--- config.mk ---
export PLATFORM = sky130hd
export DESIGN_NAME = series_accumulator
export DESIGN_NICKNAME = d
export VERILOG_FILES = /design/src/rtl/series_accumulator.sv
export SDC_FILE = /design/constraint.sdc
export NUM_CORES = 1
export LEC_CHECK = 0
export BUFFER_PORTS_ARGS = -buffer_cell sky130_fd_sc_hd__buf_4
export CAP_MARGIN = 20
export CELL_PAD_IN_SITES_DETAIL_PLACEMENT = 1
export CELL_PAD_IN_SITES_GLOBAL_PLACEMENT = 1
export CORE_AREA = 2 2 98 124
export CTS_BUF_LIST = sky130_fd_sc_hd__clkbuf_4
export DETAILED_ROUTE_END_ITERATION = 12
export DIE_AREA = 0 0 100 126
export HOLD_SLACK_MARGIN = 0.03
export PLACE_DENSITY = 0.64
export SLEW_MARGIN = 20
export SYNTH_ARGS = -nofsm -noshare
export SYNTH_HDL_FRONTEND = slang
export SYNTH_SLANG_ARGS = --single-unit
--- constraint.sdc ---
create_clock -name clk -period 3.6 [get_ports clk]
set_input_delay 0.54 -clock clk [delete_from_list [all_inputs] [get_ports clk]]
set_output_delay 0.54 -clock clk [all_outputs]
set_load 0.1 [all_outputs]
--- src/rtl/series_accumulator.sv ---
// series_accumulator: sums NUM_TERMS Taylor terms into exp/sin/cos/sinh with a one-cycle done pulse.
// Define SERIES_SAT_EN to clamp result_q16 into [0, 0xFFFF] and flag ovf; otherwise result_q16 truncates.
module series_accumulator #(
    parameter int NUM_TERMS = 8,
    parameter int ACC_W     = 20
) (
    input  logic             clk,
    input  logic             rst,
    input  logic             start,
    input  logic [1:0]       mode,
    input  logic [15:0]      term,
    input  logic             term_valid,
    output logic             term_ready,
    output logic             busy,
    output logic             done,
    output logic [ACC_W-1:0] result,
    output logic [15:0]      result_q16,
    output logic             ovf
);
    localparam int IW = NUM_TERMS > 1 ? $clog2(NUM_TERMS) : 1;
    typedef enum logic [1:0] {IDLE, ACCUM, DONE} state_t;
    state_t           r_state;
    logic [IW-1:0]    r_idx;
    logic [1:0]       r_mode;
    logic [ACC_W-1:0] r_acc;
    logic [ACC_W-1:0] r_result;
    logic [15:0]      r_q16;
    logic             r_pend;
    logic             r_done;
    logic             r_ovf;
    logic             w_accept;
    logic [1:0]       w_q;
    logic             w_pos;
    logic             w_neg;
    logic [ACC_W-1:0] w_ext;
    logic [ACC_W-1:0] w_next;
    logic [15:0]      w_q16;
    logic             w_ovf;

    assign term_ready = r_state == ACCUM;
    assign busy       = r_state == ACCUM;
    assign done       = r_done;
    assign result     = r_result;
    assign result_q16 = r_q16;
    assign ovf        = r_ovf;
    assign w_accept   = term_valid && term_ready;
    assign w_q        = 2'(r_idx);
    assign w_ext      = {{(ACC_W-16){1'b0}}, term};
    // Sign of the contribution follows the Taylor series pattern on idx mod 4
    assign w_pos  = r_mode == 2'd0 || (r_mode == 2'd3 && w_q[0]) ||
                    (r_mode == 2'd1 && w_q == 2'd1) || (r_mode == 2'd2 && w_q == 2'd0);
    assign w_neg  = (r_mode == 2'd1 && w_q == 2'd3) || (r_mode == 2'd2 && w_q == 2'd2);
    assign w_next = w_pos ? r_acc + w_ext : w_neg ? r_acc - w_ext : r_acc;

`ifdef SERIES_SAT_EN
    assign w_ovf = r_acc[ACC_W-1] || (|r_acc[ACC_W-2:16]);
    assign w_q16 = r_acc[ACC_W-1] ? 16'h0000 : w_ovf ? 16'hFFFF : r_acc[15:0];
`else
    assign w_ovf = 1'b0;
    assign w_q16 = r_acc[15:0];
`endif

    always_ff @(posedge clk or posedge rst) begin
        if (rst) begin
            r_state  <= IDLE;
            r_idx    <= '0;
            r_mode   <= 2'd0;
            r_acc    <= '0;
            r_result <= '0;
            r_q16    <= 16'h0000;
            r_pend   <= 1'b0;
            r_done   <= 1'b0;
            r_ovf    <= 1'b0;
        end else begin
            r_done <= 1'b0;
            if (r_state == ACCUM) begin
                if (w_accept) begin
                    r_acc <= w_next;
                    r_idx <= r_idx + 1'b1;
                    if (r_idx == IW'(NUM_TERMS - 1)) begin
                        r_state <= DONE;
                        r_pend  <= 1'b1;
                    end
                end
            end else begin
                // Publish the finished sum one cycle after the last accept; a start in that same cycle still sees it
                if (r_pend) begin
                    r_result <= r_acc;
                    r_q16    <= w_q16;
                    r_ovf    <= w_ovf;
                    r_done   <= 1'b1;
                    r_pend   <= 1'b0;
                end
                if (start) begin
                    r_acc   <= '0;
                    r_idx   <= '0;
                    r_mode  <= mode;
                    r_state <= ACCUM;
                end
            end
        end
    end
endmodule

Yosys cells after proc, flatten, opt, wreduce, memory -nomap -nowiden
Cells that the tools add are included.
{"block": "op_classes", "bitwise_logic": 1, "n_eq_ne": 11, "n_reduce_logical": 19, "n_addsub": 3, "muxes": 17}
{"op": "20-bit two-way mux", "count": 5}
{"op": "20-bit by 16-bit adder with 20-bit output", "count": 1}
{"op": "20-bit by 16-bit subtractor with 20-bit output", "count": 1}
{"op": "3-bit two-way mux", "count": 3}
{"op": "2-bit equality test (second input constant)", "count": 4}
{"op": "2-bit two-way mux", "count": 4}
{"op": "2-bit AND reduction", "count": 4}
{"op": "2-bit by 1-bit equality test with 1-bit output (second input constant)", "count": 3}
{"op": "1-bit logical AND", "count": 6}
{"op": "3-bit AND reduction", "count": 2}
{"op": "1-bit two-way mux", "count": 5}
{"op": "2-bit logical NOT", "count": 2}
{"op": "1-bit logical OR", "count": 4}
{"op": "2-bit by 1-bit != test with 1-bit output (second input constant)", "count": 2}
{"op": "3-bit by 1-bit adder with 3-bit output (second input constant)", "count": 1}
{"op": "3-bit equality test (second input constant)", "count": 1}
{"op": "3-bit by 1-bit != test with 1-bit output (second input constant)", "count": 1}
{"op": "2-bit nonzero test", "count": 1}
{"op": "1-bit inverter", "count": 1}
{"block": "totals", "reg_bits": 65, "inputBits": 22}

Logic depth before layout (Yosys ltp)
{"block": "logic_depth", "ltp_word": 8, "ltp_mapped": 17, "ltp_nobuf": 16}

Worst setup path after synthesis
Ideal clock, no wire load.
{"block": "synth_path", "kind": "input to register", "from": "in term[6]", "to": "reg r_acc[19]", "setup_slack_ps": -236, "stages": 13, "setup_time_ps": 132, "arrival_time_ps": 3704, "path_buffers": 0, "cell_sequence": "or4_4 -> nand2b_1 -> or4_1 -> o21ai_0 -> xnor2_1 -> ha_1 -> and3_1 -> and3_1 -> a22oi_1 -> o211ai_1 -> a311oi_1 -> mux2i_1 -> o211ai_1"}
{"block": "synth_via", "elab_chain_len": 5, "elab_cells_between_ends": 6, "classes_between": "add/sub: 2; mux: 4"}
{"item": "start: declaration", "line": "11", "rtl": "input logic [15:0] term,"}
{"item": "20-bit by 16-bit subtractor with 20-bit output", "line": "53", "rtl": "assign w_next = w_pos ? r_acc + w_ext : w_neg ? r_acc - w_ext : r_acc;"}
{"item": "20-bit two-way mux", "line": "53"}
{"item": "20-bit two-way mux *", "line": "53"}
{"item": "20-bit two-way mux *", "line": "77", "rtl": "if (w_accept) begin"}
{"item": "20-bit two-way mux *", "line": "76", "rtl": "if (r_state == ACCUM) begin"}
{"item": "end signal: assignment", "line": "78", "rtl": "r_acc <= w_next;"}
{"item": "end: declaration", "line": "25", "rtl": "logic [ACC_W-1:0] r_acc;"}
Mark *: on every way between the ends. The rest lies on a longest branch, timed or not. The select of a mux whose other input is x is not followed.
A chain may end at the register's enable or synchronous reset.

Worst setup path after layout
Same ends and word-level chain as after synthesis.

==> results.sh <==
export IMPL_synth_top_area_share_pct=36.32
export IMPL_core_area_sq_um=11450
export IMPL_cp_start_kind="primary input"
export IMPL_synth_avg_cell_area_sq_um=9.536
export IMPL_synth_ff_type="dfrtp_1"
export IMPL_drtPass1Iterations=4
export IMPL_cap_violations=0
export IMPL_syn_inst=354
export IMPL_fin_area_sq_um=4264
export IMPL_drive_gt1_share_pct=34.64
export IMPL_ys_top_cells_by_area="dfrtp_1, ha_1, mux2_2"
export IMPL_grt_pass1_vias=3042
export IMPL_wirelength_um=9358
export IMPL_seq_area_frac_synth_pct=36.32
export IMPL_setup_viol=0
export IMPL_grt_use_total_pct=15.14
export IMPL_drt_initial_drc_count=52
export IMPL_ys_warn_count=0
export IMPL_wl_per_cell_um=16.36
export IMPL_area_growth_pct=26.32
export IMPL_clk_latency_ns=0.39
export IMPL_hpwl_um=7233
export IMPL_final_core_util_pct=37.24
export IMPL_syn_area_sq_um=3376
export IMPL_period_share_pct=95.60
export IMPL_final_nets=482
export IMPL_die_area_sq_um=12600
export IMPL_drc=0
export IMPL_fmax_ghz=0.2906
export IMPL_clock_sinks=49
export IMPL_syn_num_nets=404
export IMPL_slew_violations=0
export IMPL_clk_pin_slew_ns=0.14
export IMPL_grt_overflow_total=0
export IMPL_outcome="complete, no violations"
export IMPL_cts_max_level=2
export IMPL_cts_tree="done"
export IMPL_dpl_cell_area_sq_um=4099
export IMPL_maxSlewHeadroom_pct=49.91
export IMPL_holdBufCountCts=0
export IMPL_cp_arrival_ns=3.72
export IMPL_rrSetupSlack_ns=0.23
export IMPL_start_util_pct=29.48
export IMPL_grt_max_degree=34
export IMPL_period_needed_ns=3.442
export IMPL_synth_seq_cells=49
export IMPL_hold_viol_final=0
export IMPL_rows=44
export IMPL_tightest_slew_ns=0.7503
export IMPL_yosys_area_top_type="dfrtp_1"
export IMPL_synth_async_sr_flop_share_pct=100.0
export IMPL_vias_per_cell=5.052
export IMPL_synth_edf_count=0
export IMPL_cts_buffers=5
export IMPL_fp_dieH_um=126
export IMPL_yosysMostFrequentCell="dfrtp_1"
export IMPL_skew_ns=0.008741
export IMPL_port_buffers=60
export IMPL_gp_congestion=0.8428
export IMPL_io_pins=62
export IMPL_cts_root_buf="clkbuf_4"
export IMPL_endpoint_kind="flip-flop"
export IMPL_final_antenna_net_count=0
export IMPL_vias=2890
export IMPL_ys_types=49
export IMPL_path_class="primary input to flip-flop"
export IMPL_hold_class="primary input to async pin"
export IMPL_cts_buffer_depth=2
export IMPL_grt_first_pass_wirelength_um=15100
export IMPL_crit_fanout=4
export IMPL_die_x_um=100
export IMPL_worstPathRequired_ns=3.88
export IMPL_antenna_found_initial=1
export IMPL_synth_cells_most_frequent="dfrtp_1, nand2_1, ha_1, o21ai_0"
[sequential cells by signal (all words and copies together), names as in the netlist]
| register | cells |
|---|---|
| done | 1 |
| r_acc | 20 |
| r_idx | 3 |
| r_mode | 2 |
| r_pend | 1 |
| r_state | 2 |
| result | 20 |
[cells in the final DEF (no fill, tap or decap), types with 3 or more instances in the layout]
master    Yosys  layout
a21o_1        6       6
a21oi_1      20      17
a21oi_2       0       3
a32o_1        3       3
buf_4        18      95
clkbuf_4      0       5
dfrtp_1      49      48
ha_1         27      27
inv_1        18      17
mux2_2       21      21
nand2_1      38      37
nand2b_1      5       4
nand3_1      12      12
nand3b_1      3       3
nor2_1       10       9
nor3_1        5       3
o211ai_1      3       3
o21ai_0      27      20
o21ai_1       0       5
o31ai_1      12      12
or3_1         3       3
xnor2_1      21      21
xor2_1        6       6
[final timing paths]
path,start,to,cells after the start
hold / removal,rst,r_state[0]$_DFFE_PP0P_,2
max in group asynchronous,rst,r_idx[0]$_DFFE_PP0P_,3
min in group clk,start,r_state[1]$_DFFE_PP0P_,2
hold reg to reg,r_state[0]$_DFFE_PP0P_,r_state[0]$_DFFE_PP0P_,1
setup reg to reg,r_idx[1]$_DFFE_PP0P_,r_acc[16]$_DFFE_PP0P_,15
setup / recovery,term[6],r_acc[19]$_DFFE_PP0P_,14
[stage by stage]
stage / hold slack, ns / std cells / setup slack (ns) / setup TNS, ns
2_1_floorplan: 0.4623 / 354 / -0.08523 / -0.08523
3_3_place_gp: 0.4795 / 559 / -0.2552 / -0.5886
3_5_place_dp: 0.5030 / 559 / -0.3476 / -0.9283
4_1_cts: 0.2860 / 567 / 0.09882 / 0
5_1_grt: 0.3059 / 572 / -0.04669 / -0.1653
6_report: 0.2721 / 572 / 0.1583 / 0
[layout make-up]
type                    count  area [sq um]
fillers                  1351          7187
multi-input cells         260          1983
flip-flops and latches     49          1227
repair buffers             98         760.7
well taps                 138         172.7
inverters                  18         67.56
clock buffers               5         37.54
clock inverters             3         12.51
diodes                      1         2.502
[worst max-delay path, stage by stage]
cell and delay (ns):
buf_4 0.11, or4_4 0.53, nand2b_4 0.16, or4_4 0.49, o21ai_2 0.16, xnor2_1 0.07, ha_1 0.34, a21oi_1 0.15
o21ai_0 0.14, a22oi_2 0.22, o211ai_1 0.15, a311oi_2 0.33, mux2i_1 0.22, o211ai_1 0.11
[metal layers]
metal	vias up	track usage, %	share of wire [%]
met4	0	4.512	1.4
li1	1403	-	-
met5	-	0	0
met1	1426	17.76	41
met3	9	2.386	3.9
met2	52	28.02	53
[repair_timing]
item	4_1_cts	5_1_grt
gates resized for setup	0	20
endpoints found under the setup margin	0	7
setup buffers	0	2
[cell families (layout without fill, tap and decap cells)]
group                    Yosys count  after routing  synth area share (%)
XOR/XNOR                          27             27                 7.005
AO/OA/AOI/OAI                     90             90                 17.20
flip-flops                        49             49                 36.32
multiplexers                      23             23                 7.598
other                              1              2                0.1111
AND/OR/NAND/NOR                   91             91                 13.27
adder cells (fa/ha/maj)           28             28                 10.60
buffers and inverters             45            124                 7.895
Power is not shown: default switching activity piles up to over one toggle a cycle in this logic, so the estimate is an artifact.
